`config.mk`:
```
export PLATFORM = sky130hd
export DESIGN_NAME = shreg_ctrl
export DESIGN_NICKNAME = d
export VERILOG_FILES = /design/src/rtl/shreg_ctrl_pkg.sv /design/src/rtl/shreg_ctrl_cnt.sv /design/src/rtl/shreg_ctrl.sv
export SDC_FILE = /design/constraint.sdc
export NUM_CORES = 1
export LEC_CHECK = 0
export ABC_AREA = 1
export CAP_MARGIN = 20
export CELL_PAD_IN_SITES_DETAIL_PLACEMENT = 0
export CELL_PAD_IN_SITES_GLOBAL_PLACEMENT = 1
export CORE_ASPECT_RATIO = 1.25
export CORE_MARGIN = 2
export CORE_UTILIZATION = 31
export CTS_CLUSTER_SIZE = 25
export DETAILED_ROUTE_END_ITERATION = 12
export HOLD_SLACK_MARGIN = 0.03
export PLACE_DENSITY = 0.84
export SLEW_MARGIN = 0
export SYNTH_ARGS = -nofsm -noshare
export SYNTH_HDL_FRONTEND = slang
export SYNTH_SLANG_ARGS = --single-unit
export TNS_END_PERCENT = 100
```
`constraint.sdc`:
```
create_clock -name CLK -period 1.04 [get_ports CLK]
set_input_delay 0.208 -clock CLK [delete_from_list [all_inputs] [get_ports CLK]]
set_output_delay 0.208 -clock CLK [all_outputs]
set_load 0.05 [all_outputs]
```
`src/rtl/shreg_ctrl_pkg.sv`:
```
`default_nettype none
// ============================================================================
// shreg_ctrl_pkg : shared types and constants for the shift-register sequencer
// Revision: 1.0
// ============================================================================
package shreg_ctrl_pkg;

    localparam int DEFAULT_WIDTH = 4;

    typedef enum logic [2:0] {
        IDLE    = 3'd0,
        CLEAR   = 3'd1,
        SHIFT   = 3'd2,
        CAPTURE = 3'd3,
        DONE    = 3'd4
    } state_e;

    function automatic int cnt_width(input int width);
        return (width < 2) ? 1 : $clog2(width);
    endfunction

endpackage
`default_nettype wire

```
`src/rtl/shreg_ctrl_cnt.sv`:
```
`default_nettype none
// ============================================================================
// shreg_ctrl_cnt : shift-bit counter with clear, enable and last-bit flag
// Revision: 1.0
// ============================================================================
module shreg_ctrl_cnt
    import shreg_ctrl_pkg::*;
#(
    parameter int WIDTH = DEFAULT_WIDTH,
    parameter int CW    = cnt_width(WIDTH)
) (
    input  logic          clk,
    input  logic          rst_n,
    input  logic          clr,
    input  logic          en,
    output logic [CW-1:0] cnt,
    output logic          last
);

    logic [CW-1:0] cnt_d;
    logic [CW-1:0] cnt_q;

    always_comb begin
        cnt_d = cnt_q;
        if (clr) begin
            cnt_d = '0;
        end else if (en) begin
            cnt_d = cnt_q + CW'(1);
        end
    end

    always_ff @(posedge clk or negedge rst_n) begin
        if (!rst_n) begin
            cnt_q <= '0;
        end else begin
            cnt_q <= cnt_d;
        end
    end

    assign cnt  = cnt_q;
    assign last = (cnt_q == CW'(WIDTH - 1));

endmodule
`default_nettype wire

```
`src/rtl/shreg_ctrl.sv`:
```
`default_nettype none
// ============================================================================
// shreg_ctrl : loads a parallel word, shifts it MSB-first into a SHREG and
//              returns the SHREG readback. Optional macro SHREG_CTRL_VERIFY_EN
//              adds a readback comparator driving ERR.
// Revision: 1.0
// ============================================================================
module shreg_ctrl
    import shreg_ctrl_pkg::*;
#(
    parameter int WIDTH = DEFAULT_WIDTH
) (
    input  logic             CLK,
    input  logic             CLR_N,
    input  logic             IN_VALID,
    output logic             IN_READY,
    input  logic [WIDTH-1:0] IN_DATA,
    output logic             SH_CLR,
    output logic             SH_EN,
    output logic             SH_D,
    input  logic [WIDTH-1:0] SH_Q,
    output logic             OUT_VALID,
    input  logic             OUT_READY,
    output logic [WIDTH-1:0] OUT_DATA,
    output logic             ERR
);

    localparam int CW = cnt_width(WIDTH);

    state_e           state_q, state_d;
    logic [WIDTH-1:0] word_q, word_d;
    logic [WIDTH-1:0] word_rev;
    logic [WIDTH-1:0] out_data_q, out_data_d;
    logic             sh_clr_q, sh_clr_d;
    logic             sh_en_q, sh_en_d;
    logic             sh_d_q, sh_d_d;
    logic             out_valid_q, out_valid_d;
    logic [CW-1:0]    cnt;
    logic [CW-1:0]    idx_nxt;
    logic             cnt_last;

    shreg_ctrl_cnt #(
        .WIDTH (WIDTH),
        .CW    (CW)
    ) u_cnt (
        .clk   (CLK),
        .rst_n (CLR_N),
        .clr   (state_q == CLEAR),
        .en    ((state_q == SHIFT) && !cnt_last),
        .cnt   (cnt),
        .last  (cnt_last)
    );

    // Bit-reversed copy so the counter indexes MSB-first directly.
    always_comb begin
        word_rev = '0;
        for (int i = 0; i < WIDTH; i++) begin
            word_rev[i] = word_q[WIDTH-1-i];
        end
    end

    always_comb begin
        state_d    = state_q;
        word_d     = word_q;
        out_data_d = out_data_q;
        case (state_q)
            IDLE: begin
                if (IN_VALID) begin
                    word_d  = IN_DATA;
                    state_d = CLEAR;
                end
            end
            CLEAR:   state_d = SHIFT;
            SHIFT:   if (cnt_last) state_d = CAPTURE;
            CAPTURE: begin
                out_data_d = SH_Q;
                state_d    = DONE;
            end
            DONE:    if (OUT_READY) state_d = IDLE;
            default: state_d = IDLE;
        endcase

        // Outputs are registered, so they are decoded from the next state.
        idx_nxt     = (state_q == SHIFT) ? cnt + CW'(1) : '0;
        sh_clr_d    = (state_d == CLEAR);
        sh_en_d     = (state_d == SHIFT);
        sh_d_d      = sh_en_d & word_rev[idx_nxt];
        out_valid_d = (state_d == DONE);
    end

    always_ff @(posedge CLK or negedge CLR_N) begin
        if (!CLR_N) begin
            state_q     <= IDLE;
            word_q      <= '0;
            out_data_q  <= '0;
            sh_clr_q    <= 1'b0;
            sh_en_q     <= 1'b0;
            sh_d_q      <= 1'b0;
            out_valid_q <= 1'b0;
        end else begin
            state_q     <= state_d;
            word_q      <= word_d;
            out_data_q  <= out_data_d;
            sh_clr_q    <= sh_clr_d;
            sh_en_q     <= sh_en_d;
            sh_d_q      <= sh_d_d;
            out_valid_q <= out_valid_d;
        end
    end

`ifdef SHREG_CTRL_VERIFY_EN
    logic err_q, err_d;

    always_comb begin
        err_d = err_q;
        if ((state_q == IDLE) && IN_VALID) begin
            err_d = 1'b0;
        end else if (state_q == CAPTURE) begin
            err_d = (SH_Q != word_q);
        end
    end

    always_ff @(posedge CLK or negedge CLR_N) begin
        if (!CLR_N) begin
            err_q <= 1'b0;
        end else begin
            err_q <= err_d;
        end
    end

    assign ERR = err_q;
`else
    assign ERR = 1'b0;
`endif

    assign IN_READY  = (state_q == IDLE);
    assign SH_CLR    = sh_clr_q;
    assign SH_EN     = sh_en_q;
    assign SH_D      = sh_d_q;
    assign OUT_VALID = out_valid_q;
    assign OUT_DATA  = out_data_q;

endmodule
`default_nettype wire

```
* Yosys cells after proc, flatten, opt, wreduce, memory -nomap -nowiden
Index checks and enable logic that the tools add are counted.
Word-level totals: bits in registers 17, bits of input ports 12, output and inout bits 10
Cells by class: add/subtract/negate cells 1, order comparisons 1, eq/ne operators 8, multiplexer cells 9, bitwise operators 1, reductions and logical operators 5
Operator list (number):
- $pmux 3 s5 | 1
- $eq 3x2->1 const B | 3
- $mux 3 | 3
- $eq 3x1->1 const B | 2
- $eq 3x3->1 const B | 2
- $mux 2 | 3
- $logic_not 3->1 | 1
- $lt 2x3->1 const B | 1
- $add 2x1->2 const B | 1
- $bmux 1 s2 | 1
- $eq 2x2->1 const B | 1
- $reduce_and 2->1 | 1
- $reduce_bool 2->1 | 1
- $and 1x1->1 | 1
- $logic_and 1x1->1 | 1
- $logic_not 1->1 | 1
- $mux 1 | 1

* Depth between registers and ports, before layout
Gate-level depths: netlist (run 1).
depth after elaboration 5, mapped depth 7, depth with buffers taken out 7

* By module
A second synthesis (run 1) with hierarchy kept.
Second synthesis, totals: cells, all modules 88, area total of the unflattened synthesis 752.0 um2
Modules (own cells, without submodules):
- shreg_ctrl | instances 1, cells each 76, area an instance 654.4 um2
- shreg_ctrl_cnt | instances 1, cells each 12, area an instance 97.6 um2

* Worst setup path after synthesis (run 1)
Ideal clock, no wire load.
path type register to register, start point register state_q[0], end point register word_q[1], setup time 74 ps, data arrival time 1413 ps, slack -447 ps, cell stages (with the launch flop) 8, buffers on the path 0, cells stage by stage dfrtp_1 -> nor2_2 -> inv_2 -> nor2_2 -> nand2_2 -> inv_4 -> nand2_1 -> o21ai_2
On the way: longest elaborated chain between the ends 2
RTL lines:
- start: declaration | RTL line shreg_ctrl.sv:30 | state_e state_q, state_d;
- start signal: assignment | RTL line shreg_ctrl.sv:101 | state_q <= state_d;
- $logic_not 3->1
- named net IN_READY | RTL line shreg_ctrl.sv:16 | output logic IN_READY,
- $reduce_and 2->1 (no source line)
- end signal: assignment | RTL line shreg_ctrl.sv:102 | word_q <= word_d;
- end: declaration | RTL line shreg_ctrl.sv:31 | logic [WIDTH-1:0] word_q, word_d;
The timed path passes the listed nets, and every way through them passes these cells. A chain may end at the register's enable or synchronous reset.

* Worst setup path after layout (run 1)
start point register state_q[1], end point output port IN_READY
On the way: longest elaborated chain between the ends 1
RTL lines:
- $logic_not 3->1 | RTL line shreg_ctrl.sv:136 | assign IN_READY = (state_q == IDLE);
- end: declaration | RTL line shreg_ctrl.sv:16
Every way passes these cells.

==> flow_summary_export.csv, run 1 <==
group,metric,value,unit
global_routing,antenna_found_initial,0,
timing,setup_viol,26,
critical_path,worst-r2r-cell-count,4,
global_routing,met2_usage,26.6,%
floorplanning,start_util,32.2,%
critical_path,cp.arrival,1.16,ns
critical_path,path_buf_inv,2,
synth,synth_area_per_cell,10.8,um^2
global_routing,gr-usage-met3,3.03,%
clock_network,ctsHoldBuffers,0,
power,power,5.01,mW
cells_and_area,syn2layout_area_growth,79.1,%
clock_network,path_clk_slew,0.10,ns
critical_path,cp_num_cells,4,
global_routing,top_usage_layer,"met2",
critical_path,critPathRequiredTime,0.83,ns
critical_path,critPathLaunchType,"flop",
worst_hold_path,min_path_type,"in -> async",
synth,yosysUniqueCellTypes,24,
critical_path,criticalPathCategory,"reg -> out",
global_routing,met1_usage,16.3,%
detailed_routing,dr.pass1.iters,4,
timing,fmax,732,MHz
synth,yosysSeqAreaShare,55.6,%
clock_network,insertion_delay,0.30,ns
timing,drv_slew,0,
outcome,violations,"negative setup slack",
detailed_routing,initialDrtViolationCount,14,
outcome,status,"finished with violations",
timing,setup_ws,-0.326,ns
cells_and_area,nets,129,
global_routing,grt_start_max_net_pins,18,
power,p_per_area,3660,nW/um^2
synth,synthCells,71,
power,vdd_drop_max,1.50,mV
placed_design,gp_routability_congestion,0.653,
detailed_routing,vias,661,
cells_and_area,diodes,0,
cells_and_area,drive_gt1_share,51.3,%
clock_network,cts.htree.levels,1,
global_routing,grt_pass1_vias,686,
critical_path,cpPeakStageDelay,0.42,ns
synth,syn_nets,84,
synth,mappedNetlistArea,764,um^2
floorplanning,coreArea,2380,um^2
clock_network,ctsRootBufferMaster,"clkbuf_4",
floorplanning,num_io_pins,22,
power,switching_power,2.16,mW
timing,fin_skew,0.00160,ns
detailed_routing,drc,0,
critical_path,crit_fanout,2,
timing,post-route-min-period,1.37,ns
global_routing,track_usage,14.9,%
power,seqPwrFrac,24.0,%
placed_design,dp_hpwl,1260,um
synth,ys.warnings.count,0,
floorplanning,die_w,48.4,um
power,p_comb_share,68.6,%
job,maxCapViolations,0,
clock_network,cts.path.max_buffers,2,
global_routing,grt.overflow.total,0,
critical_path,slowest_stage,"dfrtp_1",
timing,hold_viol,0,
timing,rsz0062_at_grt,"yes",
floorplanning,dieArea,2880,um^2
detailed_routing,antenna_left,0,
synth,synth-seq-cells,17,
power,clockPowerShare,7.4,%
clock_network,numCtsBuffers,3,
power,p_int,2.85,mW
clock_network,cts_tree,"built",
timing,min_period_over_period,131,%
placed_design,portBuffers,20,
detailed_routing,wire_per_inst,12.5,um
timing,hold_ws,0.236,ns
detailed_routing,routed_wl,1850,um
global_routing,grt_pass1_wl,3130,um
clock_network,numClockSinks,17,
floorplanning,row_count,20,
power,switching_share,43.1,%
critical_path,end_kind,"primary output",
floorplanning,floorplan.die.height,59.5,um
power,power_leakage,0.667,nW
critical_path,critPathTopFamily,"flip-flops",
detailed_routing,viasPerCell,4.47,
critical_path,cp_cell_sequence,"nor2_2 -> inv_2 -> nor2_4 -> buf_12",
## what timing repair did
item | in CTS | in global routing
pin swaps | 4 | 5
setup buffers | 6 | 5
endpoints found under the setup margin | 25 | 26
resized for setup | 8 | 9
gates cloned | 0 | 0
## worst reg2reg max path: cells and delay by family (launching register included)
| kind | cells | cell delay [ns] |
|---|---|---|
| buffers and inverters | 1 | 0.13 |
| DFF | 1 | 0.43 |
| muxes | 1 | 0.31 |
| and+or+nand+nor | 2 | 0.30 |
## power by group through the flow
stage,Sequential [mW],Combinational (mW),Clock (mW)
2_1_floorplan,1.64,1.07,0
3_3_place_gp,1.22,2.72,0
3_5_place_dp,1.24,2.79,0
4_1_cts,1.21,3.15,0.374
5_1_grt,1.24,3.66,0.417
6_report,1.20,3.44,0.372
## routing by layer
layer	up-vias	wire length, um
li1	313	-
met1	323	729
met2	20	988
met3	5	80
met4	0	55
met5	-	0
## flip-flops by register name, indices dropped and copies added, names as in the netlist
signal	flops
OUT_DATA	4
OUT_VALID	1
SH_CLR	1
SH_D	1
SH_EN	1
state_q	3
u_cnt.cnt	2
word_q	4
## cells in the mapped netlist
master | n | area share [%]
nand2_4 | 1 | 1.5
nand3_1 | 2 | 1.3
buf_4 | 1 | 0.98
ha_1 | 1 | 1.6
nor2_4 | 1 | 1.5
o31ai_1 | 2 | 2.0
dfrtp_1 | 17 | 56
o22ai_1 | 1 | 0.82
nand2_2 | 2 | 1.6
conb_1 | 1 | 0.49
o21ai_2 | 3 | 3.4
nor3_1 | 1 | 0.65
a21oi_2 | 1 | 1.1
o21ai_0 | 1 | 0.65
mux2_4 | 4 | 7.9
nand2_1 | 12 | 5.9
inv_4 | 1 | 0.82
nor2_2 | 2 | 1.6
nand4_1 | 1 | 0.82
nor2_1 | 2 | 0.98
nand3_2 | 2 | 2.6
inv_1 | 8 | 3.9
o21ai_1 | 1 | 0.65
inv_2 | 3 | 1.5
## cells in the final DEF (no fill, tap or decap)
master	instances
a21oi_2	1
buf_12	10
buf_4	16
buf_6	4
clkbuf_1	1
clkbuf_4	3
clkdlybuf4s50_1	11
conb_1	1
dfrtp_1	16
dfrtp_2	1
ha_1	1
inv_1	8
inv_2	3
inv_8	1
mux2_4	4
nand2_1	11
nand2_2	1
nand2_4	3
nand3_1	2
nand3_2	2
nand4_1	1
nor2_1	2
nor2_2	1
nor2_4	2
nor3_4	1
o21ai_1	2
o21ai_2	3
o22ai_2	1
o31ai_4	2
## kinds of logic (layout without fill, tap and decap cells)
family | count (synthesis) | after routing | share of synthesized area (%)
AOI/OAI and AO/OA | 9 | 9 | 8.67
buffers and inverters | 13 | 57 | 7.20
muxes | 4 | 4 | 7.86
adders and majority gates | 1 | 1 | 1.64
other | 1 | 1 | 0.491
and+or+nand+nor | 26 | 26 | 18.5
DFF | 17 | 17 | 55.6
## final timing paths
check                      slack, ns     endpoint  startpoint
hold reg to reg                 0.51    word_q[0]   word_q[0]
setup reg to reg               -0.23  OUT_DATA[1]  state_q[2]
hold / removal                  0.24  OUT_DATA[3]       CLR_N
min in group CLK                0.43    word_q[0]  IN_DATA[0]
max in group asynchronous       0.67   state_q[2]       CLR_N
setup / recovery               -0.33     IN_READY  state_q[1]
## cell type report
type / instances / area (um^2)
Fill cell: 198 / 1010
Timing Repair Buffer: 41 / 475
Sequential cell: 17 / 427
Multi-Input combinational cell: 41 / 347
Inverter: 12 / 52.6
Tap cell: 33 / 41.3
Clock buffer: 4 / 26.3
## stage by stage
step | setup WS [ns] | setup TNS, ns | std cells | util, % | cell area [um^2]
3_3_place_gp | -0.109 | -0.744 | 134 | 50.1 | 1190
3_5_place_dp | -0.168 | -1.23 | 134 | 50.1 | 1190
2_1_floorplan | -0.248 | -1.53 | 71 | - | 771
5_1_grt | -0.378 | -5.05 | 148 | 57.6 | 1370
4_1_cts | -0.327 | -3.09 | 144 | 54.6 | 1300
6_report | -0.326 | -3.64 | 148 | 57.6 | 1370
Note: power is estimated with default switching activity, not from simulation.
==> run 2: changes to the inputs <==
- CORE_UTILIZATION: 31 -> 28
- PLACE_DENSITY: 0.84 -> 0.68
==> run 2 against run 1 <==
The run still ends with negative setup slack left. Cell count increased by 0.68%. Global-route usage shrank 2.5 points. Sequential power barely moved. Highest routed layer unchanged. First-iteration DRC count shrank 50%. Worst hold slack gained 0.010 ns. Total power is 1.6% higher. Core utilization shrank 4.1 points. Via count fell by 3.2%. Largest power group unchanged. Sequential cell count unchanged. Critical endpoint unchanged. Clock power down 3%. Fmax rose by 2.2%. Critical path type unchanged. Sequential share of layout area decreased by 0.81 points.
==> flow_summary_export.csv, run 2 (same netlist as run 1, synthesis figures left out) <==
group,metric,value,unit
outcome,status,"finished with violations",
outcome,violations,"negative setup slack",
floorplanning,die_w,50.7,um
power,power_leakage,0.668,nW
timing,min_period_over_period,129,%
cells_and_area,fillers,242,
critical_path,cp-startpoint,"state_q[1]",
global_routing,grt_pass1_vias,665,
critical_path,rrSetupSlack,-0.24,ns
global_routing,track_usage,12.4,%
timing,hold_viol,0,
global_routing,met1_usage,15.0,%
cells_and_area,register_area,427,um^2
cells_and_area,nets,129,
floorplanning,start_util,29.1,%
critical_path,rr_startpoint,"state_q[1]",
power,power,5.09,mW
global_routing,grt.overflow.total,0,
clock_network,numClockSinks,17,
cells_and_area,multi_input_area,362,um^2
timing,drv_slew,0,
detailed_routing,viasPerCell,4.30,
power,vdd_drop_max,1.37,mV
global_routing,antenna_found_initial,0,
global_routing,grt_pass1_wl,2960,um
floorplanning,dieArea,3170,um^2
clock_network,cts_tree,"built",
placed_design,gp_routability_congestion,0.730,
timing,setup_viol,24,
cells_and_area,diodes,0,
detailed_routing,routed_wl,1690,um
floorplanning,coreArea,2630,um^2
global_routing,top_usage_layer,"met2",
placed_design,dp_hpwl,1170,um
detailed_routing,dr.pass1.iters,2,
timing,rsz0062_at_grt,"yes",
critical_path,crit_fanout,2,
clock_network,ctsRootBufferMaster,"clkbuf_4",
detailed_routing,drc,0,
power,p_per_area,3620,nW/um^2
critical_path,criticalPathCategory,"reg -> out",
clock_network,path_clk_slew,0.10,ns
detailed_routing,antenna_left,0,
critical_path,worst-r2r-cell-count,10,
global_routing,grt_start_max_net_pins,18,
detailed_routing,vias,640,
global_routing,met2_usage,19.2,%
placed_design,post-place-ws,-0.112,ns
timing,post-route-min-period,1.34,ns
timing,fin_skew,0.00220,ns
detailed_routing,wire_per_inst,11.4,um
cells_and_area,final_common_cell,"dfrtp_1",
cells_and_area,layout_common_cells,"dfrtp_1 (16), buf_4 (13), clkdlybuf4s50_1 (11), buf_12 (10), nand2_1 (9)",
clock_network,insertion_delay,0.29,ns
job,maxCapViolations,0,
timing,fmax,748,MHz
critical_path,critPathLaunchType,"flop",
worst_hold_path,min_path_type,"in -> async",
cells_and_area,syn2layout_area_growth,83.8,%
critical_path,end_kind,"primary output",
timing,setup_ws,-0.297,ns
cells_and_area,drive_gt1_share,56.5,%
critical_path,r2r_end,"word_q[3]",
floorplanning,row_count,21,
floorplanning,num_io_pins,22,
detailed_routing,initialDrtViolationCount,7,
critical_path,cp-endpoint,"IN_READY",
critical_path,critPathRequiredTime,0.83,ns
floorplanning,floorplan.die.height,62.4,um
placed_design,portBuffers,20,
critical_path,cp.arrival,1.13,ns
clock_network,cts.path.max_buffers,2,
global_routing,gr-usage-met3,2.15,%
clock_network,cts.htree.levels,1,
clock_network,numCtsBuffers,3,
-- run 2: cell count changes in the layout (fill, tap and decap cells not counted), moves of 2 or more --
cell     change
nand2_4      -2
buf_4        -3
buf_6        +3
nand2_2      +3
nand2_1      -2
-- run 2: final cells by class --
type | instances | area share [%]
multi-input combinational | 41 | 25.7
clock inverter | 1 | 0.356
sequential | 17 | 30.4
timing repair buffer | 41 | 34.6
inverter | 12 | 4.27
tap | 34 | 3.03
clock buffer | 3 | 1.60
-- run 2: layer usage --
layer,wire length [um],part of all wire [%]
met5,0,0
met4,52,3.1
met3,87,5.1
met2,910,54
met1,643,38
-- run 2: metrics by stage --
step	area, um^2	TNS (ns)	cells	hold WS (ns)	util [%]
2_1_floorplan	771	-1.53	71	-0.0876	-
6_report	1410	-3.28	149	0.247	53.5
3_3_place_gp	1190	-0.871	135	0.487	45.3
5_1_grt	1410	-4.44	149	0.232	53.5
3_5_place_dp	1190	-0.960	135	0.473	45.3
4_1_cts	1330	-3.30	146	0.243	50.5
-- run 2: critical path: stages (launching register included) --
cell	delay (ns)
dfrtp_1	0.40
nor2_2	0.12
inv_2	0.06
nor2_4	0.11
buf_12	0.14
-- run 2: what timing repair did --
action,CTS,global route
pin swaps,6,7
setup endpoints to repair,23,25
resized for setup,12,16
hold buffers,0,0
setup buffers,7,5
-- run 2: where the power goes --
group | internal, mW | total (mW) | switching (mW)
clock network | 0.143 | 0.361 | 0.218
registers | 0.972 | 1.19 | 0.220
logic | 1.81 | 3.54 | 1.73
total | 2.93 | 5.09 | 2.16
-- run 2: how the worst min path moves through the flow --
stage / start / to / cells after the start
after floorplan: CLR_N / OUT_DATA[0] / 0
after global routing: CLR_N / OUT_DATA[3] / 2
after detailed placement: word_q[0] / word_q[0] / 2
after global placement: word_q[0] / word_q[0] / 2
after CTS: CLR_N / OUT_DATA[3] / 2
final: CLR_N / OUT_DATA[3] / 2
==> run 3: changes to the inputs <==
- PLACE_DENSITY: 0.68 -> 0.65
- clock period: 1.04 -> 1.5 ns (I/O delays scaled with it)
==> run 3 against run 2 <==
The run now ends clean. Sequential cell count unchanged. Worst hold slack improved by 0.070 ns. Total power shrank 44%. Setup slack improved by 0.35 ns. Critical path type unchanged. Count of clock-buffer cells in the layout unchanged. Sequential power down 29%. Clock power fell by 31%. Combinational power fell by 51%. Sequential share of layout area is 7.1 points higher. Via count is 14% lower. First-iteration DRC count decreased by 14%. Critical path depth is the same.
==> flow_summary_export.csv, run 3 (same netlist as run 1, synthesis figures left out) <==
group,metric,value,unit
power,switching_power,1.26,mW
cells_and_area,syn2layout_area_growth,48.9,%
global_routing,grt.overflow.total,0,
power,power,2.84,mW
clock_network,path_clk_slew,0.10,ns
timing,hold_ws,0.317,ns
global_routing,grt_pass1_wl,2660,um
cells_and_area,nets,110,
global_routing,top_usage_layer,"met2",
global_routing,met1_usage,13.1,%
global_routing,grt_pass1_vias,616,
critical_path,cp_cell_sequence,"nor2_2 -> inv_2 -> nor2_4 -> buf_12",
cells_and_area,layout_common_cells,"dfrtp_1 (16), nand2_1 (12), clkdlybuf4s50_1 (11), buf_12 (9), inv_1 (8)",
power,power_leakage,0.546,nW
critical_path,critPathLaunchType,"flop",
clock_network,cts_tree,"built",
timing,fin_skew,0.00445,ns
detailed_routing,antenna_left,0,
critical_path,slowest_stage,"dfrtp_1",
floorplanning,coreArea,2630,um^2
timing,setup_viol,0,
critical_path,rrSetupSlack,0.25,ns
clock_network,insertion_delay,0.30,ns
detailed_routing,wire_per_inst,11.2,um
timing,hold_viol,0,
floorplanning,num_io_pins,22,
cells_and_area,final_common_cell,"dfrtp_1",
clock_network,numClockSinks,17,
timing,fmax,690,MHz
clock_network,ctsRootBufferMaster,"clkbuf_4",
clock_network,cts.htree.levels,1,
detailed_routing,viasPerCell,4.25,
floorplanning,floorplan.die.height,62.4,um
power,seqPwrFrac,29.7,%
detailed_routing,initialDrtViolationCount,6,
global_routing,gr-usage-met3,1.67,%
power,p_per_area,2490,nW/um^2
critical_path,end_kind,"primary output",
cells_and_area,diodes,0,
timing,min_period_over_period,96.6,%
clock_network,cts.path.max_buffers,2,
floorplanning,die_w,50.7,um
critical_path,critPathTopFamily,"flip-flops",
floorplanning,row_count,21,
floorplanning,start_util,29.1,%
power,vdd_drop_max,0.964,mV
power,clockPowerShare,8.7,%
detailed_routing,routed_wl,1450,um
outcome,status,"finished clean",
global_routing,met2_usage,18.3,%
placed_design,gp_routability_congestion,0.667,
placed_design,post-place-ws,0.277,ns
power,p_int,1.57,mW
critical_path,cp.arrival,1.15,ns
global_routing,track_usage,11.1,%
cells_and_area,drive_gt1_share,37.5,%
critical_path,path_buf_inv,2,
critical_path,r2r_end,"u_cnt.cnt[1]",
worst_hold_path,min_path_type,"in -> async",
timing,rsz0062_at_grt,"yes",
timing,fin_setup_tns,0,ns
timing,setup_ws,0.0515,ns
critical_path,worst-r2r-cell-count,7,
critical_path,critPathRequiredTime,1.20,ns
critical_path,rr_startpoint,"state_q[0]",
power,switching_share,44.5,%
critical_path,cpPeakStageDelay,0.41,ns
detailed_routing,dr.pass1.iters,2,
detailed_routing,vias,552,
global_routing,antenna_found_initial,0,
power,p_comb_share,61.5,%
placed_design,portBuffers,20,
placed_design,place_inst,125,
detailed_routing,drc,0,
critical_path,crit_fanout,3,
critical_path,criticalPathCategory,"reg -> out",
cells_and_area,instances_no_fill,130,
placed_design,dp_hpwl,1130,um
timing,post-route-min-period,1.45,ns
global_routing,grt_start_max_net_pins,18,
clock_network,numCtsBuffers,3,
floorplanning,dieArea,3170,um^2
timing,drv_slew,0,
job,maxCapViolations,0,
## run 3: area by class of cell
type | instances | area [um^2]
inverters | 12 | 47.5
well taps | 34 | 42.5
clock buffers | 3 | 22.5
fillers | 262 | 1490
multi-input cells | 41 | 289
flip-flops and latches | 17 | 427
repair buffers | 22 | 305
clock inverters | 1 | 5.00
## run 3: worst max path at each step
stage,from,endpoint,slack [ns],cells past startpoint
3_5_place_dp,state_q[0],IN_READY,0.28,4
5_1_grt,state_q[1],IN_READY,-0.02,4
4_1_cts,state_q[1],IN_READY,0.04,4
3_3_place_gp,state_q[0],IN_READY,0.29,4
2_1_floorplan,state_q[0],word_q[1],0.01,7
6_report,state_q[1],IN_READY,0.05,4
## run 3: metrics by stage
stage / cell area (um^2) / utilization (%)
after detailed placement: 1100 / 41.8
after global routing: 1140 / 43.3
after global placement: 1100 / 41.8
after floorplan: 764 / -
after CTS: 1140 / 43.3
final: 1140 / 43.3
## run 3: timing repair
action / CTS / global route
hold buffers: 0 / 0
buffers inserted: 1 / 0
resized for setup: 2 / 0
endpoints found under the setup margin: 1 / 1
## run 3: worst register-to-register path, delay by kind of cell, from the launching register on
kind,cells,cell delay [ns]
AO/OA/AOI/OAI,1,0.05
buffers and inverters,2,0.20
flip-flops,1,0.42
AND/OR/NAND/NOR,4,0.47
## run 3: power by group through the flow
stage / Sequential [mW] / Combinational [mW] / Clock [mW]
2_1_floorplan: 1.13 / 0.722 / 0
3_3_place_gp: 0.852 / 1.69 / 0
3_5_place_dp: 0.867 / 1.72 / 0
4_1_cts: 0.848 / 1.77 / 0.263
5_1_grt: 0.872 / 1.88 / 0.275
6_report: 0.843 / 1.75 / 0.248
## run 3: routing by layer
metal | share of wire (%) | wire [um]
met5 | 0 | 0
met4 | 2.5 | 36
met3 | 3.7 | 54
met2 | 54 | 792
met1 | 39 | 570
